File: src/rtl/hazard_stall_ctrl.sv
// Pipeline sequencing controller: load-use interlock, branch/jump flush and
// dcache-miss freeze, with saturating stall/flush counters and a sticky miss timeout.
module hazard_stall_ctrl #(
    parameter int unsigned CNT_W       = 16,
    parameter int unsigned MEM_TIMEOUT = 255
) (
    input  logic             clk_i,
    input  logic             rst_i,
    input  logic             idex_memread_i,
    input  logic [4:0]       idex_rtaddr_i,
    input  logic [4:0]       ifid_rsaddr_i,
    input  logic [4:0]       ifid_rtaddr_i,
    input  logic             branch_taken_i,
    input  logic             jump_i,
    input  logic             dcache_stall_i,
    output logic             pc_write_o,
    output logic             ifid_write_o,
    output logic             ifid_flush_o,
    output logic             idex_bubble_o,
    output logic             freeze_o,
    output logic [CNT_W-1:0] stall_cnt_o,
    output logic [CNT_W-1:0] flush_cnt_o,
    output logic             err_o
);

    localparam int unsigned TMR_W = (MEM_TIMEOUT < 2) ? 1 : $clog2(MEM_TIMEOUT + 1);
    localparam logic [TMR_W-1:0] TMR_MAX = TMR_W'(MEM_TIMEOUT);

    localparam logic [1:0] ST_RUN     = 2'd0;
    localparam logic [1:0] ST_LDSTALL = 2'd1;
    localparam logic [1:0] ST_MEMWAIT = 2'd2;

    logic [1:0]       state_q, state_d;
    logic [TMR_W-1:0] timer_q, timer_d;
    logic [CNT_W-1:0] stall_cnt_q, flush_cnt_q;
    logic             err_q;

    logic load_use;
    logic load_use_eff;
    logic redirect;
    logic stall_inc;
    logic flush_inc;
    logic err_set;

    // Raw load-use hazard between the load in EX and the sources of ID
    always_comb begin
        load_use = idex_memread_i
                 && (idex_rtaddr_i != 5'd0)
                 && ((idex_rtaddr_i == ifid_rsaddr_i) || (idex_rtaddr_i == ifid_rtaddr_i));
        redirect = branch_taken_i || jump_i;
        // ID was held for one cycle already; the same hazard must not stall again
        load_use_eff = load_use && (state_q != ST_LDSTALL);
    end

    // Next-state and control outputs
    always_comb begin
        state_d       = state_q;
        timer_d       = timer_q;
        pc_write_o    = 1'b1;
        ifid_write_o  = 1'b1;
        ifid_flush_o  = 1'b0;
        idex_bubble_o = 1'b0;
        freeze_o      = 1'b0;
        stall_inc     = 1'b0;
        flush_inc     = 1'b0;
        err_set       = 1'b0;

        if (dcache_stall_i) begin
            freeze_o     = 1'b1;
            pc_write_o   = 1'b0;
            ifid_write_o = 1'b0;
            stall_inc    = 1'b1;
            state_d      = ST_MEMWAIT;
            case (state_q)
                ST_MEMWAIT: timer_d = (timer_q == TMR_MAX) ? timer_q : timer_q + TMR_W'(1);
                default:    timer_d = TMR_W'(1);
            endcase
            err_set = (timer_d == TMR_MAX);
        end else begin
            // RUN, LDSTALL and the MEMWAIT release cycle share the same decode
            case (state_q)
                ST_RUN, ST_LDSTALL, ST_MEMWAIT: begin
                    if (load_use_eff) begin
                        pc_write_o    = 1'b0;
                        ifid_write_o  = 1'b0;
                        idex_bubble_o = 1'b1;
                        stall_inc     = 1'b1;
                        state_d       = ST_LDSTALL;
                    end else begin
                        ifid_flush_o = redirect;
                        flush_inc    = redirect;
                        state_d      = ST_RUN;
                    end
                end
                default: state_d = ST_RUN;
            endcase
        end
    end

    // State, timer, saturating counters and sticky error
    always_ff @(posedge clk_i or negedge rst_i) begin
        if (!rst_i) begin
            state_q     <= ST_RUN;
            timer_q     <= '0;
            stall_cnt_q <= '0;
            flush_cnt_q <= '0;
            err_q       <= 1'b0;
        end else begin
            state_q <= state_d;
            timer_q <= timer_d;
            if (stall_inc && (stall_cnt_q != {CNT_W{1'b1}})) begin
                stall_cnt_q <= stall_cnt_q + CNT_W'(1);
            end
            if (flush_inc && (flush_cnt_q != {CNT_W{1'b1}})) begin
                flush_cnt_q <= flush_cnt_q + CNT_W'(1);
            end
            if (err_set) begin
                err_q <= 1'b1;
            end
        end
    end

    always_comb begin
        stall_cnt_o = stall_cnt_q;
        flush_cnt_o = flush_cnt_q;
        err_o       = err_q;
    end

endmodule

File: config.mk
export PLATFORM = sky130hd
export DESIGN_NAME = hazard_stall_ctrl
export DESIGN_NICKNAME = d
export VERILOG_FILES = /design/src/rtl/hazard_stall_ctrl.sv
export SDC_FILE = /design/constraint.sdc
export NUM_CORES = 1
export LEC_CHECK = 0
export CAP_MARGIN = 10
export CORE_MARGIN = 3
export CORE_UTILIZATION = 53
export DETAILED_ROUTE_END_ITERATION = 7
export PLACE_DENSITY = 0.95
export SLEW_MARGIN = 20
export SYNTH_ARGS = -nofsm -noshare
export SYNTH_HDL_FRONTEND = slang
export SYNTH_SLANG_ARGS = --single-unit
export TNS_END_PERCENT = 5
File: constraint.sdc
create_clock -name clk_i -period 3.45 [get_ports clk_i]
set_input_delay 0.5175 -clock clk_i [delete_from_list [all_inputs] [get_ports clk_i]]
set_output_delay 0.5175 -clock clk_i [all_outputs]
set_load 0.01 [all_outputs]
==> run_results.csv <==
group,metric,value,unit
timing,timing.final.ws_setup,0.331,ns
cts,post_cts_resized,0,
routing,vias,2124,
finish,antenna_cells,0,
cts,cts_sinks,43,
power,power.density,521,nW/um^2
critical_path,crit_top_cell,"clkdlybuf4s50_1",
routing,drtAntennaViolNets,0,
die,pin_count,59,
synth,synth_cell_types,44,
power,ir_drop,337,uV
routing,routedWlPerCell,16.2,um
critical_path,path_max_fanout,3,
critical_path,critPathArrivalTime,2.60,ns
cts,cts_setup_buffers,0,
critical_path,critPathKind,"primary input to primary output",
critical_path,max_stage_delay,0.57,ns
routing,wl,5620,um
grt,grt_util_all_layers,22.1,%
timing,setup_viol,0,
die,rows,23,
cts,clkTransAtPathRegs,0.09,ns
critical_path,r2r_slack,1.04,ns
die,die_x,73.4,um
placement,place_area,3010,um^2
cts,clock_latency,0.30,ns
critical_path,crit_required,2.93,ns
placement,gp_congestion,0.863,
synth,ys_warn_count,0,
timing,fin_crit,3.12,ns
routing,drt-vias-per-instance,6.12,
grt,antenna_found_initial,0,
placement,preCtsSetupSlack,0.337,ns
timing,maxSlewHeadroom,38.5,%
timing,fmax,321,MHz
timing,setup_tns,0,ns
synth,seq_area_frac_synth,44.7,%
die,die_area,5390,um^2
finish,fin_cells,347,
critical_path,worstReg2RegStart,"stall_cnt_o[3]",
synth,syn_area,2410,um^2
grt,gr-total-overflow,0,
finish,ff_latch_area,1080,um^2
synth,ys_top_cells_by_count,"43 x dfrtp_1, 28 x xor2_1, 18 x nand2_1",
hold_path,hp-class,"primary input to async pin",
critical_path,end_kind,"primary output",
critical_path,r2r_end,"stall_cnt_o[1]",
synth,synth_fp_nets,261,
synth,synth-edff-count,0,
synth,synthCells,237,
placement,placed_cells_incl_taps,339,
synth,synthTopCellsByArea,"dfrtp_1 45%, xor2_1 10%, xnor2_1 4.0%, nand3_1 3.5%, nand2_1 2.8%",
timing,fin_skew,0.0101,ns
finish,finalNetCount,320,
critical_path,rr_worst_depth,6,
grt,grt_pass1_wl,9330,um
die,die_h,73.4,um
cts,cts_made_buffers,5,
critical_path,cp_slowest_cell,"or4_1",
power,cellLeakagePower,0.00134,uW
die,initial_core_util,57.4,%
synth,yosysMostFrequentCell,"dfrtp_1",
cts,cts-htree-levels,2,
placement,hpwlAfterDp,4080,um
timing,fin_crit_sh,90.4,%
flow_run,max-cap-violations,0,
routing,first_pass_iters,5,
timing,grt_setup_unrepaired,"no",
finish,multi_input_area,1250,um^2
timing,worst_pin_slew,0.922,ns
synth,synth_top_area_share,44.7,%
timing,finalMaxSlewViolations,0,
cts,cts_tree,"yes",
grt,grt_pass1_vias,1918,
cts,holdBufCountCts,0,
synth,synth_area_per_cell,10.2,um^2
placement,port_buffers,58,
finish,area_growth,28.5,%
routing,remaining_drc_errors,0,
finish,final.fill_count,285,
die,core,4200,um^2
finish,final_layout_size_suffix_gt1_share,9.43,%
finish,stdcell_area,3100,um^2
cts,clk_path_buf_depth,2,
critical_path,path_cells,"clkdlybuf4s50_1 > or4_1 > o21ai_2 > nor2_1 > a21oi_4 > clkdlybuf4s50_1",
critical_path,cp_num_buf_inv,2,
status,status,"finished, final reports clean",
cts,cts-root-buf,"clkbuf_8",
routing,drt-initial-drc-count,308,
synth,async_flop_share,100,%
critical_path,worstSetupStartpointType,"primary input",
grt,grt_max_degree,44,
synth,ys_seq_elements,43,
critical_path,crit_family,"buffers and inverters",
power,power,1610,uW
synth,yosys.area.top_type,"dfrtp_1",
timing,hold_viol_final,0,
synth,synth_ff_type,"dfrtp_1",
[where the power goes]
| part | leakage [uW] | switching [uW] | internal, uW |
|---|---|---|---|
| sequential | 0.000545 | 147 | 612 |
| clock | 0.0000412 | 178 | 142 |
| combinational | 0.000757 | 224 | 309 |
[how the worst max path moves through the flow]
| stage | start | to | cells after the start |
|---|---|---|---|
| floorplan | idex_rtaddr_i[1] | pc_write_o | 6 |
| global placement | idex_rtaddr_i[1] | ifid_write_o | 6 |
| detailed placement | idex_rtaddr_i[1] | pc_write_o | 6 |
| CTS | idex_rtaddr_i[1] | pc_write_o | 6 |
| global route | idex_rtaddr_i[1] | pc_write_o | 6 |
| finish | idex_rtaddr_i[1] | pc_write_o | 6 |
[kinds of logic after synthesis]
group	share of synthesized area [%]
AOI/OAI and AO/OA	9.50
xor gates and xnor gates	14.2
adders and majority gates	1.56
buffers and inverters	3.27
DFF	44.7
muxes	2.02
and+or+nand+nor	24.8
[sequential cells by signal, indices dropped and copies added, names as in the netlist]
register and count:
state_q 2, err_o 1, flush_cnt_o 16, stall_cnt_o 16, timer_q 8
[worst register-to-register path: stages (launching register included)]
cell	delay, ns
dfrtp_1	0.44
and3_1	0.22
and3_1	0.25
nand4_1	0.23
nor3_2	0.71
nor2_2	0.11
mux2_4	0.32
[placed cells by master, fill, tap and decap left out, types with 3 or more instances in the layout]
cell type / count
a21oi_1: 9
a22o_1: 3
a31oi_1: 3
and3_1: 10
buf_4: 4
clkbuf_8: 5
clkdlybuf4s50_1: 57
dfrtp_1: 43
ha_1: 3
inv_1: 3
mux2_2: 3
nand2_1: 18
nand3_1: 17
nand4_1: 7
nor2_1: 10
nor3_1: 10
nor3_2: 3
nor4_1: 8
nor4b_1: 5
o21ai_0: 6
o31ai_1: 3
xnor2_1: 11
xor2_1: 28
[cell type report]
cell class | instances | share of cell area (%)
Multi-Input combinational cell | 181 | 40.5
Sequential cell | 43 | 34.8
Timing Repair Buffer | 62 | 19.6
Clock buffer | 6 | 2.34
Tap cell | 50 | 2.02
Clock inverter | 2 | 0.404
Inverter | 3 | 0.364
[stage by stage]
step | util, % | hold slack, ns
after global routing | 73.7 | 0.430
after floorplan | - | 0.222
final | 73.7 | 0.339
after detailed placement | 71.6 | 0.462
after global placement | 71.6 | 0.460
after CTS | 73.7 | 0.388
[routing by layer]
layer / vias up / routed length (um) / part of all wire (%) / global-route usage [%]
met3: 14 / 381 / 6.8 / 5.20
met2: 105 / 2840 / 51 / 35.1
met1: 1019 / 2280 / 41 / 29.8
met5: - / 0 / 0 / 0
met4: 0 / 120 / 2.1 / 7.65
li1: 986 / - / - / -
No activity file was read; power rests on OpenSTA's default activity.
==> patch (same settings) <==
The parameter `MEM_TIMEOUT` goes from 255 to 510.
--- a/src/rtl/hazard_stall_ctrl.sv
+++ b/src/rtl/hazard_stall_ctrl.sv
@@ -3,5 +3,5 @@
 module hazard_stall_ctrl #(
     parameter int unsigned CNT_W       = 16,
-    parameter int unsigned MEM_TIMEOUT = 255
+    parameter int unsigned MEM_TIMEOUT = 510
 ) (
     input  logic             clk_i,
Formal check against the unedited RTL: no difference found for any inputs over 10 cycles, from zero or initial values and one cycle with rst_i low; that may be too few to reach the edited logic, so the function may still have changed.
==> patch against the unedited design <==
  * Worst setup slack better by 12 ps
  * Sequential cell count is 1 higher
  * Sequential share of layout area fell by 0.17 points
  * Design area rose by 2.8%
  * Synthesized area up 1.2%
  * Non-clock buffer count fell by 1
  * Sequential power rose by 2%
  * Wire length is 5.6% higher
  * Final cell count is 3.5% higher
  * Power is 7.3% higher
  * Critical endpoint unchanged
  * Highest routed layer unchanged
==> patch: results (changes against the unedited design) <==
status: "complete, no violations"
fillCellCount: 310  # +8.8%
synth_cells: 244  # +3.0%
grt-busiest-layer: "met2"
root_buffer: "clkbuf_8"
r2r_start: "state_q[1]"
worstPathArrival_ps: 2590  # about the same
reg2reg_depth: 6  # unchanged
drt_iter0_markers: 155  # -50%
post_cts_buffers: 0  # unchanged
power.leakage_nw: 1.33  # -1.3%
vdd_drop_max_uv: 509  # +51%
clock_latency_ps: 300  # about the same
routed_wl_um: 5930  # +5.6%
antenna_found_initial: 0  # unchanged
grt.met1_usage: 0.291  # -0.00657
wl_per_cell_um: 16.5  # +2.0%
routabilityCongestion: 0.816  # -5.5%
synth_top_area_cell: "dfrtp_1"
yosys.cell_types.count: 44  # unchanged
cts-resized-gates: 0  # unchanged
synth.area.top_cells: "dfrtp_1, xor2_1, xnor2_1"
htree_num_levels: 2  # unchanged
yosysSeqAreaShare: 0.451  # +0.00476
clk_pin_slew_ps: 90  # about the same
place_hpwl_um: 4410  # +8.1%
portBuffers: 58  # unchanged
grt_max_degree: 45  # +2.3%
synth_common_cells: "dfrtp_1, xor2_1, nand2_1, nand3_1, nor2_1"
reg2reg_to: "flush_cnt_o[12]"
drive_gt1_frac: 0.0847  # -0.00959
dr.pass1.iters: 4  # -1
grt_use_total: 0.237  # +0.0161
synth_nets: 269  # +3.1%
ys_warn_count: 0  # unchanged
r2r_slack_ps: 1290  # +250 ps
min_path_type: "in -> async"
tightestPinTransition_ps: 934  # +11.7 ps
worstPathMaxFanout: 3  # unchanged
dp_slack_ps: 347  # +9.97 ps
async_reset_ff_frac: 1.00  # unchanged
switching_share: 0.326  # -0.0142
nets: 331  # +3.4%
grt_first_pass_wirelength_um: 9930  # +6.4%
cts_buffers: 5  # unchanged
cts_max_path_buffers: 2  # unchanged
placed_cells: 351  # +3.5%
grt_util_met2: 0.398  # +0.0471
globalRouteMet3Util: 0.0479  # -0.00410
fin_skew_ps: 7.09  # -3.06 ps
diodes: 0  # unchanged
vias: 2113  # -0.52%
-- patch: worst max-delay path, stage by stage --
cell	delay [ps]
clkdlybuf4s50_1	470
or4_1	580
o21ai_2	170
nor2_1	100
a21oi_4	190
clkdlybuf4s50_1	570
-- patch: worst max-delay path by stage --
stage / startpoint / to / slack, ps / cells after the start
2_1_floorplan: idex_rtaddr_i[1] / pc_write_o / 1120 / 6
3_3_place_gp: idex_rtaddr_i[1] / ifid_write_o / 390 / 6
3_5_place_dp: idex_rtaddr_i[1] / pc_write_o / 350 / 6
4_1_cts: idex_rtaddr_i[1] / pc_write_o / 340 / 6
5_1_grt: idex_rtaddr_i[1] / pc_write_o / 270 / 6
6_report: idex_rtaddr_i[1] / pc_write_o / 340 / 6
-- patch: power by group through the flow --
stage / registers (mW) / logic [mW] / clock network (mW)
floorplan: 0.794 / 0.212 / 0
global placement: 0.770 / 0.523 / 0
detailed placement: 0.775 / 0.544 / 0
CTS: 0.770 / 0.547 / 0.422
global route: 0.794 / 0.591 / 0.443
finish: 0.772 / 0.540 / 0.418
-- patch: layout make-up --
cell class,instances,area share
inverters,3,0.00354
clock buffers,6,0.0259
flip-flops and latches,44,0.346
clock inverters,2,0.0122
repair buffers,61,0.188
multi-input cells,191,0.404
well taps,52,0.0204
-- patch: through the flow --
stage | cell area, µm² | hold slack [ps]
floorplan | 2440 | 222
global placement | 3060 | 474
detailed placement | 3060 | 485
CTS | 3180 | 384
global route | 3180 | 432
finish | 3180 | 354
-- patch: cells by family after synthesis --
group,Yosys count,share of synthesized area
and+or+nand+nor,113,0.261
DFF,44,0.451
xor gates and xnor gates,40,0.144
AOI/OAI and AO/OA,30,0.0836
buffers and inverters,9,0.0215
muxes,4,0.0185
adders and majority gates,4,0.0205
-- patch: layer usage --
layer	routed length (µm)	vias to the layer above
met5	0	-
met4	172	0
met3	303	20
met2	2930	75
met1	2530	1016
li1	-	1002
